File: config.mk
export PLATFORM = sky130hd
export DESIGN_NAME = u_lsu_store_buffer
export DESIGN_NICKNAME = d
export VERILOG_FILES = /design/src/rtl/u_lsu_store_buffer_pkg.sv /design/src/rtl/u_lsu_store_buffer_mem.sv /design/src/rtl/u_lsu_store_buffer.sv
export SDC_FILE = /design/constraint.sdc
export NUM_CORES = 1
export LEC_CHECK = 0
export ABC_AREA = 1
export ABC_CLOCK_PERIOD_IN_PS = 12800
export BUFFER_PORTS_ARGS = -buffer_cell sky130_fd_sc_hd__buf_2
export CAP_MARGIN = 30
export CORE_AREA = 2 2 290 292
export CTS_CLUSTER_DIAMETER = 80
export DETAILED_ROUTE_END_ITERATION = 16
export DIE_AREA = 0 0 292 294
export PLACE_DENSITY = 0.76
export SLEW_MARGIN = 0
export SYNTH_ARGS = -nofsm -noshare
export SYNTH_HDL_FRONTEND = slang
export SYNTH_SLANG_ARGS = --single-unit
export TNS_END_PERCENT = 5
File: constraint.sdc
create_clock -name clk -period 12.8 [get_ports clk]
set_clock_uncertainty 0.2 [all_clocks]
set_input_delay 2.56 -clock clk [delete_from_list [all_inputs] [get_ports clk]]
set_output_delay 2.56 -clock clk [all_outputs]
set_load 0.01 [all_outputs]
File: src/rtl/u_lsu_store_buffer_pkg.sv
// ---------------------------------------------------------------------------
// u_lsu_store_buffer_pkg
// Shared LSU definitions for the posted-store buffer:
//   `DATA_MEM_WIDTH      data memory line width in bits (128)
//   `DATA_MEM_WIDTH_BIT  data memory byte-address width
//   LINE_OFFSET          byte-offset bits inside a line (line addr = addr >> 4)
//   sb_state_t           drain FSM encodings (SB_IDLE, SB_ISSUE)
// Optional feature macro used by the buffer files: STORE_BUF_MERGE_EN.
// ---------------------------------------------------------------------------
`ifndef DATA_MEM_WIDTH
`define DATA_MEM_WIDTH 128
`endif
`ifndef DATA_MEM_WIDTH_BIT
`define DATA_MEM_WIDTH_BIT 16
`endif

package u_lsu_store_buffer_pkg;

  localparam int LINE_OFFSET = 4;

  typedef enum logic {
    SB_IDLE  = 1'b0,
    SB_ISSUE = 1'b1
  } sb_state_t;

  // Width of a line address for a given byte-address width.
  function automatic int sb_line_w(input int addr_w);
    return addr_w - LINE_OFFSET;
  endfunction

endpackage

File: src/rtl/u_lsu_store_buffer_mem.sv
// ---------------------------------------------------------------------------
// u_lsu_store_buffer_mem
// DEPTH-entry register file holding {line address, data, write mask, valid}
// for the store buffer.
//   clk, rst            clock, asynchronous active-high reset (valid bits only)
//   wr_en/wr_idx/...    write port; sets valid on the addressed entry
//   wr_merge, st_line,  (STORE_BUF_MERGE_EN only) byte-merge write mode and a
//   st_match            per-entry line compare against the incoming store
//   clr_en/clr_idx      clears the valid bit of a drained entry
//   rd_idx, head_*      combinational read port for the head entry
//   ld_line, ld_match   per-entry compare of valid lines against a load line
// ---------------------------------------------------------------------------
module u_lsu_store_buffer_mem
  import u_lsu_store_buffer_pkg::*;
#(
  parameter int DEPTH  = 4,
  parameter int PTR_W  = 2,
  parameter int LINE_W = 12,
  parameter int DATA_W = `DATA_MEM_WIDTH
) (
  input  logic              clk,
  input  logic              rst,
  input  logic              wr_en,
  input  logic [PTR_W-1:0]  wr_idx,
  input  logic [LINE_W-1:0] wr_line,
  input  logic [DATA_W-1:0] wr_data,
  input  logic [DATA_W-1:0] wr_wen,
`ifdef STORE_BUF_MERGE_EN
  input  logic              wr_merge,
  input  logic [LINE_W-1:0] st_line,
  output logic [DEPTH-1:0]  st_match,
`endif
  input  logic              clr_en,
  input  logic [PTR_W-1:0]  clr_idx,
  input  logic [PTR_W-1:0]  rd_idx,
  output logic [LINE_W-1:0] head_line,
  output logic [DATA_W-1:0] head_data,
  output logic [DATA_W-1:0] head_wen,
  input  logic [LINE_W-1:0] ld_line,
  output logic [DEPTH-1:0]  ld_match
);

  logic [LINE_W-1:0] line_reg [DEPTH];
  logic [DATA_W-1:0] data_reg [DEPTH];
  logic [DATA_W-1:0] wen_reg  [DEPTH];
  logic [DEPTH-1:0]  valid_reg;

  // Only the valid bits need reset; payload is qualified by valid.
  always_ff @(posedge clk or posedge rst) begin
    if (rst) begin
      valid_reg <= '0;
    end else begin
      if (clr_en) valid_reg[clr_idx] <= 1'b0;
      if (wr_en)  valid_reg[wr_idx]  <= 1'b1;
    end
  end

  always_ff @(posedge clk) begin
    if (wr_en) begin
      line_reg[wr_idx] <= wr_line;
`ifdef STORE_BUF_MERGE_EN
      if (wr_merge) begin
        // Newer bytes overwrite older ones only where the new mask is set.
        data_reg[wr_idx] <= (data_reg[wr_idx] & ~wr_wen) | (wr_data & wr_wen);
        wen_reg[wr_idx]  <= wen_reg[wr_idx] | wr_wen;
      end else begin
        data_reg[wr_idx] <= wr_data;
        wen_reg[wr_idx]  <= wr_wen;
      end
`else
      data_reg[wr_idx] <= wr_data;
      wen_reg[wr_idx]  <= wr_wen;
`endif
    end
  end

  assign head_line = line_reg[rd_idx];
  assign head_data = data_reg[rd_idx];
  assign head_wen  = wen_reg[rd_idx];

  generate
    for (genvar gi = 0; gi < DEPTH; gi++) begin : g_cmp
      assign ld_match[gi] = valid_reg[gi] && (line_reg[gi] == ld_line);
`ifdef STORE_BUF_MERGE_EN
      assign st_match[gi] = valid_reg[gi] && (line_reg[gi] == st_line);
`endif
    end
  endgenerate

endmodule

File: src/rtl/u_lsu_store_buffer.sv
// ---------------------------------------------------------------------------
// u_lsu_store_buffer
// Posted-store queue between the LSU store path and data memory. Stores are
// queued in order and drained one per dmem_wr_ack; loads that touch a line
// with a pending store are flagged through ld_hazard.
//   clk, rst                 core clock, asynchronous active-high reset
//   st_valid/st_ready        store handshake (st_addr/st_data/st_wen payload)
//   ld_valid, ld_addr        load probe; ld_hazard = line pending in buffer
//   drain                    block new stores until the queue empties
//   buf_empty                no queued stores and no write in flight
//   dmem_wr_req/addr/data/wen, dmem_wr_ack   write port towards Dmem
// Optional feature: define STORE_BUF_MERGE_EN to merge a store into the
// youngest entry when both target the same line.
// ---------------------------------------------------------------------------
module u_lsu_store_buffer
  import u_lsu_store_buffer_pkg::*;
#(
  parameter int DEPTH  = 4,
  parameter int ADDR_W = `DATA_MEM_WIDTH_BIT
) (
  input  logic                       clk,
  input  logic                       rst,
  input  logic                       st_valid,
  output logic                       st_ready,
  input  logic [ADDR_W-1:0]          st_addr,
  input  logic [`DATA_MEM_WIDTH-1:0] st_data,
  input  logic [`DATA_MEM_WIDTH-1:0] st_wen,
  input  logic                       ld_valid,
  input  logic [ADDR_W-1:0]          ld_addr,
  output logic                       ld_hazard,
  input  logic                       drain,
  output logic                       buf_empty,
  output logic                       dmem_wr_req,
  output logic [ADDR_W-1:0]          dmem_wr_addr,
  output logic [`DATA_MEM_WIDTH-1:0] dmem_wr_data,
  output logic [`DATA_MEM_WIDTH-1:0] dmem_wr_wen,
  input  logic                       dmem_wr_ack
);

  localparam int PTR_W  = (DEPTH > 1) ? $clog2(DEPTH) : 1;
  localparam int CNT_W  = $clog2(DEPTH) + 1;
  localparam int LINE_W = sb_line_w(ADDR_W);
  localparam int DATA_W = `DATA_MEM_WIDTH;

  sb_state_t         state_reg;
  logic              dmem_wr_req_reg;
  logic [PTR_W-1:0]  rd_ptr_reg;
  logic [PTR_W-1:0]  wr_ptr_reg;
  logic [CNT_W-1:0]  count_reg;
  logic [CNT_W-1:0]  count_next;

  logic              full;
  logic              merge_ok;
  logic              push;
  logic              alloc;
  logic              pop;
  logic [PTR_W-1:0]  wr_idx;
  logic [LINE_W-1:0] st_line;
  logic [LINE_W-1:0] ld_line;
  logic [LINE_W-1:0] head_line;
  logic [DATA_W-1:0] head_data;
  logic [DATA_W-1:0] head_wen;
  logic [DEPTH-1:0]  ld_match;
  logic              unused_offsets;

  assign st_line = st_addr[ADDR_W-1:LINE_OFFSET];
  assign ld_line = ld_addr[ADDR_W-1:LINE_OFFSET];
  assign unused_offsets = ^{st_addr[LINE_OFFSET-1:0], ld_addr[LINE_OFFSET-1:0]};

  assign full = (count_reg == CNT_W'(DEPTH));

`ifdef STORE_BUF_MERGE_EN
  logic [DEPTH-1:0] st_match;
  logic [PTR_W-1:0] young_idx;

  assign young_idx = wr_ptr_reg - 1'b1;
  // The head entry is frozen while it is being written to Dmem.
  assign merge_ok  = (count_reg != '0) && st_match[young_idx] &&
                     !((young_idx == rd_ptr_reg) && (state_reg == SB_ISSUE));
  assign wr_idx    = merge_ok ? young_idx : wr_ptr_reg;
`else
  assign merge_ok  = 1'b0;
  assign wr_idx    = wr_ptr_reg;
`endif

  // Ready comes from registered occupancy only, never from dmem_wr_ack.
  assign st_ready   = !drain && (!full || merge_ok);
  assign push       = st_valid && st_ready;
  assign alloc      = push && !merge_ok;
  assign pop        = dmem_wr_req_reg && dmem_wr_ack;
  assign count_next = count_reg + CNT_W'(alloc) - CNT_W'(pop);

  always_ff @(posedge clk or posedge rst) begin
    if (rst) begin
      state_reg       <= SB_IDLE;
      dmem_wr_req_reg <= 1'b0;
      rd_ptr_reg      <= '0;
      wr_ptr_reg      <= '0;
      count_reg       <= '0;
    end else begin
      count_reg <= count_next;
      if (alloc) wr_ptr_reg <= wr_ptr_reg + 1'b1;
      if (pop)   rd_ptr_reg <= rd_ptr_reg + 1'b1;
      case (state_reg)
        SB_IDLE: begin
          if (count_reg != '0) begin
            state_reg       <= SB_ISSUE;
            dmem_wr_req_reg <= 1'b1;
          end
        end
        SB_ISSUE: begin
          // Stay in ISSUE for back-to-back writes while entries remain.
          if (pop && (count_next == '0)) begin
            state_reg       <= SB_IDLE;
            dmem_wr_req_reg <= 1'b0;
          end
        end
        default: begin
          state_reg       <= SB_IDLE;
          dmem_wr_req_reg <= 1'b0;
        end
      endcase
    end
  end

  u_lsu_store_buffer_mem #(
    .DEPTH  (DEPTH),
    .PTR_W  (PTR_W),
    .LINE_W (LINE_W),
    .DATA_W (DATA_W)
  ) u_mem (
    .clk       (clk),
    .rst       (rst),
    .wr_en     (push),
    .wr_idx    (wr_idx),
    .wr_line   (st_line),
    .wr_data   (st_data),
    .wr_wen    (st_wen),
`ifdef STORE_BUF_MERGE_EN
    .wr_merge  (merge_ok),
    .st_line   (st_line),
    .st_match  (st_match),
`endif
    .clr_en    (pop),
    .clr_idx   (rd_ptr_reg),
    .rd_idx    (rd_ptr_reg),
    .head_line (head_line),
    .head_data (head_data),
    .head_wen  (head_wen),
    .ld_line   (ld_line),
    .ld_match  (ld_match)
  );

  // Head entry is only presented while a write is requested; zero otherwise.
  assign dmem_wr_req  = dmem_wr_req_reg;
  assign dmem_wr_addr = dmem_wr_req_reg ? {head_line, {LINE_OFFSET{1'b0}}} : '0;
  assign dmem_wr_data = dmem_wr_req_reg ? head_data : '0;
  assign dmem_wr_wen  = dmem_wr_req_reg ? head_wen  : '0;

  assign ld_hazard = ld_valid && (|ld_match);
  assign buf_empty = (count_reg == '0) && (state_reg == SB_IDLE);

endmodule

# [After elaboration in Yosys (flattened, before gate mapping)]
# Memories as Yosys holds them, arrays and structs flattened.
# Cells that the tools add are included.
[word_totals] regBits=13 mem_bits_rw=1072 input_bits=294 output_inout_bits=276 elab_cells=64 mem_count=3
[classes] n_addsub=4 n_lt_le_gt_ge=4 n_eq_ne=7 muxes=17 bitwise=4 reduce_logical=19
[memory_table] memory="u_mem.data_reg" depth=4 width=128 read_ports=1 rd_ports_with_merged_regs=0 wr=1 line="u_lsu_store_buffer_mem.sv:44" source="logic [DATA_W-1:0] data_reg [DEPTH];"
[memory_table] memory="u_mem.wen_reg" depth=4 width=128 read_ports=1 rd_ports_with_merged_regs=0 wr=1 line="u_lsu_store_buffer_mem.sv:45" source="logic [DATA_W-1:0] wen_reg [DEPTH];"
[memory_table] memory="u_mem.line_reg" depth=4 width=12 read_ports=5 rd_ports_with_merged_regs=0 wr=1 line="u_lsu_store_buffer_mem.sv:43" source="logic [LINE_W-1:0] line_reg [DEPTH];"
[ops] cell="128-bit two-way mux" n=2
[ops] cell="12-bit == test" n=4
[ops] cell="16-bit two-way mux" n=1
[ops] cell="1-bit logical AND" n=12
[ops] cell="1-bit two-way mux" n=8
[ops] cell="4-bit two-way mux" n=2
[ops] cell="3-bit zero test" n=2
[ops] cell="2-bit by 3-bit < comparator with 1-bit output, second input constant" n=2
[ops] cell="2-bit by 1-bit adder with 2-bit output, second input constant" n=2
[ops] cell="4-bit bitwise AND" n=1
[ops] cell="1-bit demux with 2-bit select" n=2
[ops] cell="2-bit by 1-bit >= comparator with 1-bit output, second input constant" n=2
[ops] cell="4-bit inverter" n=1
[ops] cell="4-bit OR" n=1
[ops] cell="1-bit one-hot mux with 2 select lines" n=2
[ops] cell="4-bit OR reduction" n=1
[ops] cell="3-bit by 1-bit adder with 3-bit output" n=1
[ops] cell="3-bit == test, second input constant" n=1
[ops] cell="3-bit nonzero test" n=1
[ops] cell="3-bit by 1-bit subtractor with 3-bit output" n=1
[ops] cell="1-bit zero test" n=2
[ops] cell="2-bit by 1-bit != test with 1-bit output, second input constant" n=1
[ops] cell="2-bit != test, second input constant" n=1
[ops] cell="2-bit AND reduction" n=1
[ops] cell="1-bit inverter" n=1

# [Longest topological paths before layout]
# Gate-level depths: netlist of run 1.
[logic_depth] ltp_word=10 mapped_depth=14 mapped_depth_nobuf=13

# [Hierarchy]
# Synthesis of run 1 repeated with hierarchy kept, for this count alone.
[hier_totals] cells_unflattened=3429 hier_area_um2=43264.0
[modules_own_cells] module="u_lsu_store_buffer_mem" instances=1 cells_each=2797 area_per_inst_um2=40438.8 seq_area_each_um2=32291.0
[modules_own_cells] module="u_lsu_store_buffer" instances=1 cells_each=632 area_per_inst_um2=2825.2 seq_area_each_um2=225.2

# [Worst setup path before layout of run 1]
# OpenSTA, ideal clock, no wires.
[synth_timing] kind="input -> register" startpoint="input drain" endpoint="memory u_mem.data_reg[0][0] (netlist name) (enable)" setup_ps=903 arrival_time_ps=14305 required_time_ps=11697 path_slack_ps=-2608 stages=4 n_path_buf=1 cell_sequence="a31oi_1 nand2_1 clkbuf_1 nor2_1"
[synth_between] elab_chain_cells=5
[synth_lines] element="start, declared" line="u_lsu_store_buffer.sv:31" source="input logic drain,"
[synth_lines] element="1-bit zero test" line="u_lsu_store_buffer.sv:87" source="assign st_ready = !drain && (!full || merge_ok);"
[synth_lines] element="1-bit logical AND" line="u_lsu_store_buffer.sv:87"
[synth_lines] element="1-bit logical AND" line="u_lsu_store_buffer.sv:88" source="assign push = st_valid && st_ready;"
[synth_lines] element="1-bit two-way mux" line="u_lsu_store_buffer_mem.sv:59" source="if (wr_en) begin"
[synth_lines] element="1-bit two-way mux (implied by the code)" line="u_lsu_store_buffer_mem.sv:71" source="data_reg[wr_idx] <= wr_data;"
[synth_lines] element="end, declared" line="u_lsu_store_buffer_mem.sv:44"
# No other way between the ends.

# [Worst setup path after layout of run 1]
[layout_timing] startpoint="register rd_ptr_reg[0]" endpoint="output dmem_wr_wen[10]"
[layout_between] elab_chain_cells=2
[layout_lines] element="start, declared" line="u_lsu_store_buffer.sv:47" source="logic [PTR_W-1:0] rd_ptr_reg;"
[layout_lines] element="start signal, assigned" line="u_lsu_store_buffer.sv:103" source="if (pop) rd_ptr_reg <= rd_ptr_reg + 1'b1;"
[layout_lines] element="memory 4 x 128 bit"
[layout_lines] element="128-bit two-way mux" line="u_lsu_store_buffer.sv:158" source="assign dmem_wr_wen = dmem_wr_req_reg ? head_wen : '0;"
[layout_lines] element="end, declared" line="u_lsu_store_buffer.sv:36" source="output logic [`DATA_MEM_WIDTH-1:0] dmem_wr_wen,"
# No other way between the ends.

==> results of run 1 <==
-- routing by layer --
layer  vias to the layer above  wire length [um]
met5                         -               211
met4                        32              3163
met3                       232              9487
met2                      1052             49100
met1                     13080             36940
li1                      13150                 -
-- cell usage in the layout, fill, tap and decap left out, types with 3 or more instances in the layout --
cell type,count
sky130_fd_sc_hd__edfxtp_1,1072
sky130_fd_sc_hd__nor2_1,1058
sky130_fd_sc_hd__buf_2,557
sky130_fd_sc_hd__o21ai_0,509
sky130_fd_sc_hd__a21oi_1,292
sky130_fd_sc_hd__nand2_1,143
sky130_fd_sc_hd__clkbuf_16,106
sky130_fd_sc_hd__inv_1,69
sky130_fd_sc_hd__o21ai_1,36
sky130_fd_sc_hd__diode_2,32
sky130_fd_sc_hd__clkbuf_1,28
sky130_fd_sc_hd__clkinv_1,23
sky130_fd_sc_hd__clkinv_2,23
sky130_fd_sc_hd__buf_4,22
sky130_fd_sc_hd__dfrtp_1,11
sky130_fd_sc_hd__ha_1,10
sky130_fd_sc_hd__bufinv_16,7
sky130_fd_sc_hd__buf_12,7
sky130_fd_sc_hd__nand3_1,6
sky130_fd_sc_hd__buf_16,5
sky130_fd_sc_hd__inv_8,4
sky130_fd_sc_hd__xnor2_1,4
sky130_fd_sc_hd__nor2_4,4
sky130_fd_sc_hd__conb_1,4
sky130_fd_sc_hd__clkinv_16,4
sky130_fd_sc_hd__xor2_1,3
sky130_fd_sc_hd__o211ai_1,3
-- power breakdown --
part | switching [mW] | internal (mW)
Sequential | 0.113 | 4.32
Combinational | 2.68 | 1.20
Clock | 1.28 | 1.68
Total | 4.07 | 7.20
-- worst max-delay path by stage --
stage	end	slack [ps]	cells past startpoint
floorplan	u_mem.data_reg[0][0]$_DFFE_PP_	-2610	4
global placement	u_mem.data_reg[2][119]$_DFFE_PP_	6400	6
detailed placement	dmem_wr_wen[10]	6370	6
CTS	dmem_wr_wen[10]	5640	6
global route	dmem_wr_wen[10]	5760	7
finish	dmem_wr_wen[10]	5980	7
-- per-stage QoR --
step           std cells  setup TNS (ps)
2_1_floorplan       3446        -2796010
3_3_place_gp        4901               0
3_5_place_dp        4901               0
4_1_cts             5098               0
5_1_grt             5124               0
6_report            5135               0
-- cell type report --
type / count / area [sq um]
Clock buffer: 134 / 2758
Clock inverter: 63 / 600.6
Fill cell: 6161 / 33010
Timing Repair Buffer: 591 / 3231
Antenna cell: 32 / 80.08
Multi-Input combinational cell: 2078 / 9046
Tap cell: 1080 / 1351
Inverter: 72 / 292.8
Sequential cell: 1085 / 32520
-- logic make-up (layout without fill, tap and decap cells) --
group,Yosys count,in the layout
simple gates,1214,1214
fa+ha+maj,11,11
buf+inv,283,860
other cells,1,36
flops,1085,1085
xor+xnor,7,7
compound gates,842,842
-- worst min-delay path, delay by kind of cell, from the launching register on --
family           cells  cell delay, ps
AO/OA/AOI/OAI        1              70
AND/OR/NAND/NOR      1              50
flip-flops           1             350
==> flow_summary_export.csv, run 1 <==
group,metric,value,unit
clock_network,ctsRootBufferMaster,"sky130_fd_sc_hd__clkbuf_16",
synth,syn-instance-count,3443,
synth,synth_ff_type,"sky130_fd_sc_hd__edfxtp_1",
finish,final_layout_size_suffix_gt1_frac,0.1857,
floorplanning,core_area,82890,sq um
grt,grt_first_pass_wirelength,145.8,mm
grt,grt.met3_usage,0.06881,
synth,post-synth-top-count-cell,"sky130_fd_sc_hd__edfxtp_1",
finish,fin_util,0.6018,
synth,synth-edff-count,1072,
synth,register_area_share_after_synthesis,0.7596,
finish,finish.instance_area,49880,sq um
synth,synth_largest_type_area_fraction,0.7520,
timing,layout_worst_path_cycle_share,0.5326,
clock_network,tritoncts_clock_tree,"yes",
outcome,run_status,"finished, final reports clean",
placement,dpl_worst_slack,6372,ps
floorplanning,dieHeight,294,um
grt,gr-total-overflow,0,
grt,grt_start_max_net_pins,166,
floorplanning,fp.dieArea,85850,sq um
synth,post_synth_mux_area_share,0,
clock_network,cts_post_setup_buffers_inserted,0,
setup_path,worst_path_top_cell_family_by_delay,"buffers and inverters",
clock_network,path_clk_slew,60,ps
setup_path,slowest_delay,690,ps
placement,globalplace.congestion,0.8954,
drt,drtPass1Iterations,6,
timing,grt_setup_unrepaired,"no",
synth,synth_top_cell_by_area,"sky130_fd_sc_hd__edfxtp_1",
worst_hold_path,min_path_cells,2,
drt,route.vias.total,27550,
timing,final-hold-violation-count,0,
power,vdd.ir_drop.worst,0.1832,mV
clock_network,hold_buffers,0,
drt,avgViaCountPerCell,5.364,
grt,met1_usage,0.2621,
drt,detail-route-antenna-nets,0,
worst_hold_path,hp-class,"register to register",
finish,final_net_count,4238,
setup_path,r2r-start,"count_reg[1]$_DFF_PP0_",
setup_path,critPathKind,"register to output pin",
setup_path,largest_fanout_of_any_net_on_the_critical_path,130,
timing,worst_slack_setup_final,5983,ps
floorplanning,floorplan.initialDensity,0.5164,
synth,top_post_synthesis_cells_by_area,"sky130_fd_sc_hd__edfxtp_1 75%, sky130_fd_sc_hd__nor2_1 9.3%, sky130_fd_sc_hd__o21ai_0 6.0%",
clock_network,numCtsBuffers,105,
setup_path,reg2reg_depth,6,
worst_hold_path,min_delay_worst_endpoint,"u_mem.valid_reg[0]$_DFF_PP0_",
setup_path,timing.critical_path.to_type,"output pin",
drt,totalWireLength,98.90,mm
setup_path,start_kind,"register",
synth,most_instantiated_cells_after_synthesis,"1,072 x sky130_fd_sc_hd__edfxtp_1, 1,062 x sky130_fd_sc_hd__nor2_1, 509 x sky130_fd_sc_hd__o21ai_0",
synth,synth.ff_latch_count,1085,
synth,synth.yosys.warnings,0,
floorplanning,fp-row-count,106,
synth,synth_compound_gate_area_share,0.09871,
setup_path,critPathBufInv,5,
setup_path,timing.critical_path.from,"rd_ptr_reg[0]$_DFFE_PP0N_",
grt,grt_peak_use_layer,"met2",
clock_network,ctsLongestPathBuffers,3,
setup_path,critical_path.most_common_cell,"sky130_fd_sc_hd__buf_4",
placement,place.detailed.hpwl,54.24,mm
flow_run,cap_viol_max_count,0,
worst_hold_path,min_from,"u_mem.valid_reg[0]$_DFF_PP0_",
power,totalPowerFinal,11.27,mW
grt,grt_pass1_vias,26400,
synth,post_synth_xor_area_fraction,0.001432,
clock_network,ctsHtreeMaxLevel,3,
floorplanning,die_w,292,um
setup_path,crit_path_cell_trace,"inv_8, buf_4, buf_16, buf_4, o21ai_0, a21oi_1, buf_2",
drt,drt_iter0_markers,2392,
timing,worst_slew_pin_slew,1222,ps
grt,global_route.usage.total,0.2207,
setup_path,worst_ep_arrival_time,4060,ps
placement,port-buffer-count,557,
timing,final.hold.worst_slack,310.5,ps
timing,max_freq,146.7,MHz
synth,synth-simple-area-share,0.1067,
clock_network,clock-sinks,1085,
clock_network,cts_resized,0,
timing,max_slew_margin,0.1852,
floorplanning,io_pins,570,
power,pwr_density_cell,225.9,nW/um^2
setup_path,worstPathRequired,10040,ps
grt,antenna_found_initial,44,
setup_path,crit_path_top_delay_cell,"sky130_fd_sc_hd__dfrtp_4",
synth,dominant_combinational_cell_family_by_area_after_synthesis,"simple AND/OR/NAND/NOR gates",
drt,drt-wirelength-per-cell,19.26,um
clock_network,clk-insertion-delay-late,660,ps
drt,drc,0,
timing,maxSlewViolCount,0,
setup_path,worst_r2r_endpoint,"u_mem.wen_reg[2][22]$_DFFE_PP_",
setup_path,regToRegSetupSlack,8580,ps
synth,synth_async_sr_flop_share,0.01198,
synth,ys_types,24,
grt,groute.layer.met2.usage,0.3712,
power,p_leak,17.96,nW
timing,finalCriticalPeriod,6817,ps
synth,postSynthAreaPerCell,12.43,sq um
timing,number_of_setup_violations_in_the_final_report,0,
finish,area_delta_synth_final,16.53,%
synth,synth_fa_ha_area_frac,0.003391,
placement,postPlaceCellArea,46310,sq um
synth,synthesis.area,42810,sq um
Power figures use the tool's default switching activity.
==> inputs of run 2 (changes only) <==
--- a/config.mk
+++ b/config.mk
@@ -5,14 +5,14 @@
 export SDC_FILE = /design/constraint.sdc
 export NUM_CORES = 1
 export LEC_CHECK = 0
-export ABC_AREA = 1
-export ABC_CLOCK_PERIOD_IN_PS = 12800
+export ABC_AREA = 0
+export ABC_CLOCK_PERIOD_IN_PS = 5500
 export BUFFER_PORTS_ARGS = -buffer_cell sky130_fd_sc_hd__buf_2
 export CAP_MARGIN = 30
-export CORE_AREA = 2 2 290 292
+export CORE_AREA = 2 2 287 289
 export CTS_CLUSTER_DIAMETER = 80
 export DETAILED_ROUTE_END_ITERATION = 16
-export DIE_AREA = 0 0 292 294
+export DIE_AREA = 0 0 289 291
 export PLACE_DENSITY = 0.76
 export SLEW_MARGIN = 0
 export SYNTH_ARGS = -nofsm -noshare
==> constraint.sdc (replaced) <==
create_clock -name clk -period 5.5 [get_ports clk]
set_clock_uncertainty 0.2 [all_clocks]
set_input_delay 1.1 -clock clk [delete_from_list [all_inputs] [get_ports clk]]
set_output_delay 1.1 -clock clk [all_outputs]
set_load 0.01 [all_outputs]
==> flow_summary_export.csv, run 2 <==
group,metric,value,unit
power,vdd.ir_drop.worst,0.3323,mV
placement,placed_cells,3431,
synth,ys_types,26,
setup_path,slowest_delay,730,ps
placement,dpl_worst_slack,1624,ps
synth,synth_top_cell_by_area,"sky130_fd_sc_hd__edfxtp_1",
timing,max_slew_margin,0.3644,
floorplanning,fp.dieArea,84100,sq um
timing,grt_setup_unrepaired,"no",
grt,gr-total-overflow,0,
setup_path,start_kind,"register",
drt,drtPass1Iterations,5,
synth,syn-instance-count,1848,
floorplanning,core_area,81190,sq um
flow_run,cap_viol_max_count,0,
clock_network,cts_post_setup_buffers_inserted,0,
timing,number_of_setup_violations_in_the_final_report,0,
synth,top_post_synthesis_cells_by_area,"sky130_fd_sc_hd__edfxtp_1 77%, sky130_fd_sc_hd__mux4_2 14%, sky130_fd_sc_hd__and2_1 4.0%",
grt,met1_usage,0.2638,
finish,most_common_cell_after_layout_fill_and_taps_aside,"sky130_fd_sc_hd__edfxtp_1",
drt,drc,0,
power,totalPowerFinal,25.25,mW
grt,grt_pass1_vias,21560,
grt,groute.layer.met2.usage,0.3607,
timing,final-hold-violation-count,0,
power,p_leak,17.06,nW
drt,route.vias.total,20230,
power,pwr_density_cell,509.0,nW/um^2
setup_path,critPathKind,"register to output pin",
drt,detail-route-antenna-nets,0,
synth,synth_ff_type,"sky130_fd_sc_hd__edfxtp_1",
floorplanning,die_w,289,um
timing,finalCriticalPeriod,4319,ps
setup_path,worst_ep_arrival_time,3020,ps
clock_network,ctsHtreeMaxLevel,3,
setup_path,crit_path_top_delay_cell,"sky130_fd_sc_hd__dfrtp_4",
placement,place.detailed.hpwl,55.87,mm
synth,register_area_share_after_synthesis,0.7784,
synth,synthesis.area,41780,sq um
timing,maxSlewViolCount,0,
timing,layout_worst_path_cycle_share,0.7852,
synth,synth-edff-count,1072,
clock_network,path_clk_slew,60,ps
outcome,run_status,"finished, final reports clean",
timing,worst_slew_pin_slew,953.4,ps
drt,totalWireLength,89.35,mm
synth,post-synth-top-count-cell,"sky130_fd_sc_hd__edfxtp_1",
setup_path,worstPathRequired,4200,ps
synth,synth_largest_type_area_fraction,0.7706,
grt,grt_peak_use_layer,"met2",
clock_network,hold_buffers,0,
timing,worst_slack_setup_final,1181,ps
drt,avgViaCountPerCell,5.537,
clock_network,cts_resized,0,
setup_path,largest_fanout_of_any_net_on_the_critical_path,34,
drt,drt_iter0_markers,1396,
setup_path,crit_path_cell_trace,"buf_12, buf_12, mux4_2, and2_1, buf_2",
placement,globalplace.congestion,0.7866,
timing,max_freq,231.6,MHz
drt,drt-wirelength-per-cell,24.46,um
synth,synth_async_sr_flop_share,0.01198,
setup_path,critical_path.most_common_cell,"sky130_fd_sc_hd__buf_12",
finish,post_layout_nonfiller_instances,3653,
grt,global_route.usage.total,0.2122,
placement,port-buffer-count,557,
finish,most-common-layout-cells,"1,072 x sky130_fd_sc_hd__edfxtp_1, 557 x sky130_fd_sc_hd__buf_2, 270 x sky130_fd_sc_hd__and2_1",
synth,most_instantiated_cells_after_synthesis,"1,072 x sky130_fd_sc_hd__edfxtp_1, 270 x sky130_fd_sc_hd__and2_1, 268 x sky130_fd_sc_hd__mux4_2",
floorplanning,dieHeight,291,um
finish,final.fill_count,5577,
finish,area_delta_synth_final,18.75,%
worst_hold_path,hp-class,"primary input to asynchronous set/reset pin",
clock_network,numCtsBuffers,106,
floorplanning,floorplan.initialDensity,0.5145,
floorplanning,io_pins,570,
setup_path,timing.critical_path.to_type,"output pin",
grt,grt_first_pass_wirelength,133.3,mm
floorplanning,fp-row-count,105,
synth,postSynthAreaPerCell,22.61,sq um
synth,synth.ff_latch_count,1085,
clock_network,clock-sinks,1085,
clock_network,tritoncts_clock_tree,"yes",
finish,final_layout_size_suffix_gt1_frac,0.4123,
finish,final_net_count,2775,
grt,antenna_found_initial,33,
grt,grt_start_max_net_pins,150,
clock_network,ctsLongestPathBuffers,3,
synth,synth.yosys.warnings,0,
clock_network,clk-insertion-delay-late,650,ps
clock_network,ctsRootBufferMaster,"sky130_fd_sc_hd__clkbuf_16",
grt,grt.met3_usage,0.05831,
run 2: cell types whose count changed after synthesis, moves of 25 or more:
cell                       delta
sky130_fd_sc_hd__a21oi_1    -291
sky130_fd_sc_hd__nor2_1    -1060
sky130_fd_sc_hd__mux4_2     +268
sky130_fd_sc_hd__buf_2       -51
sky130_fd_sc_hd__inv_1       -59
sky130_fd_sc_hd__clkbuf_1    -35
sky130_fd_sc_hd__and2_1     +270
sky130_fd_sc_hd__o21ai_0    -508
sky130_fd_sc_hd__buf_4       -29
sky130_fd_sc_hd__nand2_1    -134
sky130_fd_sc_hd__buf_6       +25
sky130_fd_sc_hd__xnor2_1     +48
sky130_fd_sc_hd__o21ai_1     -36
run 2: cell type report:
cell class                 count  area [sq um]  area share
sequential                  1085         32530      0.6557
antenna                       22         55.05    0.001110
multi-input combinational    649          8612      0.1736
tap                         1070          1339     0.02699
timing repair buffer         618          3466     0.06986
clock inverter                75         812.0     0.01637
clock buffer                 124          2760     0.05564
inverter                      10         37.54   0.0007566
run 2: cells by family (layout without fill, tap and decap cells):
kind of cell | count (synthesis) | after routing | share of synthesized area
multiplexers | 269 | 269 | 0.1448
flip-flops | 1085 | 1085 | 0.7784
other | 1 | 26 | 0.00008977
AND/OR/NAND/NOR | 305 | 305 | 0.04481
buffers and inverters | 117 | 827 | 0.01623
adder cells (fa/ha/maj) | 11 | 11 | 0.003474
XOR/XNOR | 52 | 52 | 0.01090
AO/OA/AOI/OAI | 8 | 8 | 0.001378
run 2: where the power goes:
part | leakage [nW] | internal (mW) | switching [mW] | total (mW)
combinational | 5.48 | 3.58 | 4.00 | 7.58
sequential | 9.87 | 10.1 | 0.360 | 10.4
clock | 1.71 | 4.19 | 3.06 | 7.25
run 2: through the flow:
step	hold WS [ps]	util	TNS [ps]	cell area (sq um)
after floorplan	249.6	-	-2453510	41790
after global placement	276.5	0.5660	0	45950
after detailed placement	280.7	0.5660	0	45950
after CTS	224.0	0.6100	0	49530
after global routing	262.2	0.6108	0	49590
final	261.4	0.6110	0	49610
run 2: path summary, 6_finish.rpt:
| kind | start | to | slack (ps) | cells after the start |
|---|---|---|---|---|
| min | rst | wr_idx[1]$_DFFE_PP0P_ | 260 | 2 |
| max in group asynchronous | rst | rd_ptr_reg[0]$_DFFE_PP0N_ | 4460 | 2 |
| max reg2reg | count_reg[1]$_DFF_PP0_ | dmem_wr_req$_DFFE_PP0P_ | 2190 | 13 |
| min reg2reg | u_mem.valid_reg[3]$_DFF_PP0_ | u_mem.valid_reg[3]$_DFF_PP0_ | 300 | 1 |
| max | rd_ptr_reg[0]$_DFFE_PP0N_ | dmem_wr_data[12] | 1180 | 5 |
| min in group clk | u_mem.valid_reg[3]$_DFF_PP0_ | u_mem.valid_reg[3]$_DFF_PP0_ | 300 | 1 |
run 2: critical path, delay by kind of cell (launching register included):
kind	cells	cell delay, ps
buffers and inverters	3	800
flip-flops	1	730
multiplexers	1	550
AND/OR/NAND/NOR	1	200
run 2: layer usage:
metal  part of all wire  up-vias
met2               0.52      662
li1                   -     8794
met4              0.024       34
met1               0.37    10570
met5             0.0025        -
met3              0.075      168
==> inputs of run 3 (changes only) <==
--- a/config.mk
+++ b/config.mk
@@ -6,7 +6,7 @@
 export NUM_CORES = 1
 export LEC_CHECK = 0
 export ABC_AREA = 0
-export ABC_CLOCK_PERIOD_IN_PS = 5500
+export ABC_CLOCK_PERIOD_IN_PS = 3600
 export BUFFER_PORTS_ARGS = -buffer_cell sky130_fd_sc_hd__buf_2
 export CAP_MARGIN = 30
 export CORE_AREA = 2 2 287 289
==> constraint.sdc (replaced) <==
create_clock -name clk -period 3.6 [get_ports clk]
set_clock_uncertainty 0.2 [all_clocks]
set_input_delay 0.72 -clock clk [delete_from_list [all_inputs] [get_ports clk]]
set_output_delay 0.72 -clock clk [all_outputs]
set_load 0.01 [all_outputs]
==> flow_summary_export.csv, run 3 (same netlist as run 2, synthesis figures left out) <==
group,metric,value,unit
outcome,run_status,"finished, final reports clean",
timing,max_slew_margin,0.4148,
power,power.switching_fraction,0.2947,
setup_path,critical_path.most_common_cell,"sky130_fd_sc_hd__buf_12",
timing,max_freq,286.8,MHz
grt,gr-total-overflow,0,
floorplanning,fp.dieArea,84100,sq um
clock_network,path_clk_slew,60,ps
setup_path,start_kind,"register",
finish,area_delta_synth_final,19.53,%
floorplanning,core_area,81190,sq um
placement,placed_cells,3462,
floorplanning,io_pins,570,
setup_path,critPathCapture,"dmem_wr_wen[90]",
finish,final_net_count,2809,
floorplanning,die_w,289,um
setup_path,timing.critical_path.from,"rd_ptr_reg[0]$_DFFE_PP0N_",
setup_path,cp_num_cells,5,
setup_path,crit_path_top_delay_cell,"sky130_fd_sc_hd__dfrtp_4",
drt,detail-route-antenna-nets,0,
power,totalPowerFinal,38.47,mW
clock_network,numCtsBuffers,106,
grt,grt_first_pass_wirelength,134.8,mm
power,vdd.ir_drop.worst,0.6947,mV
setup_path,crit_path_cell_trace,"buf_12, buf_12, mux4_2, and2_1, buf_2",
grt,grt_start_max_net_pins,194,
drt,drtPass1Iterations,5,
setup_path,worst_r2r_endpoint,"dmem_wr_req$_DFFE_PP0P_",
timing,number_of_setup_violations_in_the_final_report,0,
placement,place.detailed.hpwl,59.58,mm
floorplanning,fp-row-count,105,
drt,totalWireLength,90.33,mm
floorplanning,dieHeight,291,um
clock_network,ctsHtreeMaxLevel,3,
grt,antenna_found_initial,41,
finish,most-common-layout-cells,"1,072 x sky130_fd_sc_hd__edfxtp_1, 557 x sky130_fd_sc_hd__buf_2, 269 x sky130_fd_sc_hd__and2_1",
power,cellInternalPower,27.13,mW
floorplanning,floorplan.initialDensity,0.5145,
flow_run,cap_viol_max_count,0,
timing,finalCriticalPeriod,3487,ps
setup_path,slowest_delay,540,ps
timing,grt_setup_unrepaired,"yes",
grt,global_route.usage.total,0.2149,
drt,drt-wirelength-per-cell,24.52,um
setup_path,critPathBufInv,3,
finish,post_layout_nonfiller_instances,3684,
power,share_seq_of_total_power,0.411,
power,combinationalPowerShare,0.317,
timing,final.hold.worst_slack,56.90,ps
timing,worst_slew_pin_slew,877.8,ps
clock_network,ctsRootBufferMaster,"sky130_fd_sc_hd__clkbuf_16",
setup_path,worstPathRequired,2680,ps
setup_path,largest_fanout_of_any_net_on_the_critical_path,19,
timing,maxSlewViolCount,0,
power,power_switching,11.34,mW
placement,globalplace.congestion,0.8234,
drt,avgViaCountPerCell,5.548,
power,p_leak,17.23,nW
grt,grt_pass1_vias,21900,
setup_path,worst_ep_arrival_time,2570,ps
setup_path,critPathKind,"register to output pin",
drt,drt_iter0_markers,1450,
setup_path,r2r-start,"count_reg[1]$_DFF_PP0_",
clock_network,tritoncts_clock_tree,"yes",
clock_network,clk-insertion-delay-late,670,ps
timing,layout_worst_path_cycle_share,0.9686,
clock_network,ctsLongestPathBuffers,3,
drt,route.vias.total,20440,
power,pwr_density_cell,770.4,nW/um^2
clock_network,clock-sinks,1085,
finish,fin_util,0.6150,
power,clockPowerShare,0.272,
setup_path,worst_path_top_cell_family_by_delay,"buffers and inverters",
drt,drc,0,
placement,port-buffer-count,557,
finish,final_layout_size_suffix_gt1_frac,0.4152,
finish,most_common_cell_after_layout_fill_and_taps_aside,"sky130_fd_sc_hd__edfxtp_1",
timing,final-hold-violation-count,0,
setup_path,reg2reg_depth,13,
setup_path,timing.critical_path.to_type,"output pin",
setup_path,regToRegSetupSlack,500,ps
worst_hold_path,hp-class,"primary input to register",
-- run 3: stage by stage --
step / setup WS, ps / area [sq um] / setup TNS, ps
2_1_floorplan: 57.38 / 41820 / 0
3_3_place_gp: 343.2 / 46500 / 0
3_5_place_dp: 287.3 / 46500 / 0
4_1_cts: 33.25 / 49860 / 0
5_1_grt: -13.18 / 49920 / -15.83
6_report: 112.9 / 49940 / 0
-- run 3: layer usage --
layer | track usage | part of all wire
met3 | 0.06074 | 0.086
met5 | 0 | 0.0029
met2 | 0.3630 | 0.52
met4 | 0.07807 | 0.030
met1 | 0.2649 | 0.36
-- run 3: worst register-to-register path, cell delays in order, from the launching register on --
cell and delay (ps):
sky130_fd_sc_hd__dfrtp_1 450, sky130_fd_sc_hd__nor2_1 120, sky130_fd_sc_hd__a21oi_4 220, sky130_fd_sc_hd__and2_1 220, sky130_fd_sc_hd__inv_1 60, sky130_fd_sc_hd__ha_1 290, sky130_fd_sc_hd__inv_1 70, sky130_fd_sc_hd__ha_1 150
sky130_fd_sc_hd__inv_1 60, sky130_fd_sc_hd__fa_1 400, sky130_fd_sc_hd__xnor2_1 200, sky130_fd_sc_hd__xnor2_1 120, sky130_fd_sc_hd__nor3_1 280, sky130_fd_sc_hd__o22ai_1 140
-- run 3: power groups by stage --
stage,clock network [mW],logic (mW),registers (mW)
2_1_floorplan,0,7.80,15.9
3_3_place_gp,0,12.2,16.0
3_5_place_dp,0,12.3,16.1
4_1_cts,10.7,12.4,15.8
5_1_grt,11.2,13.1,15.9
6_report,10.5,12.2,15.8
-- run 3: worst min path at each step --
stage	startpoint	to	slack, ps	cells after the start
5_1_grt	st_data[10]	u_mem.data_reg[2][10]$_DFFE_PP_	30	1
3_3_place_gp	u_mem.valid_reg[0]$_DFF_PP0_	u_mem.valid_reg[0]$_DFF_PP0_	280	1
4_1_cts	st_data[19]	u_mem.data_reg[0][19]$_DFFE_PP_	1	1
6_report	st_data[19]	u_mem.data_reg[2][19]$_DFFE_PP_	60	1
3_5_place_dp	u_mem.valid_reg[0]$_DFF_PP0_	u_mem.valid_reg[0]$_DFF_PP0_	290	1
2_1_floorplan	u_mem.valid_reg[0]$_DFF_PP0_	u_mem.valid_reg[0]$_DFF_PP0_	250	1
-- run 3: final cells by class --
class / count / area [sq um]
tap: 1070 / 1339
sequential: 1085 / 32530
antenna: 25 / 62.56
clock inverter: 65 / 589.3
clock buffer: 128 / 2735
inverter: 10 / 37.54
timing repair buffer: 652 / 4019
multi-input combinational: 649 / 8626
fill: 5577 / 31260
-- run 3: what timing repair did --
action	in CTS	in global routing
hold buffers	1	0
endpoints found under the setup margin	187	4
hold endpoints to repair	13	0
gates resized for setup	1	2
setup buffers	3	0
pin swaps	0	0
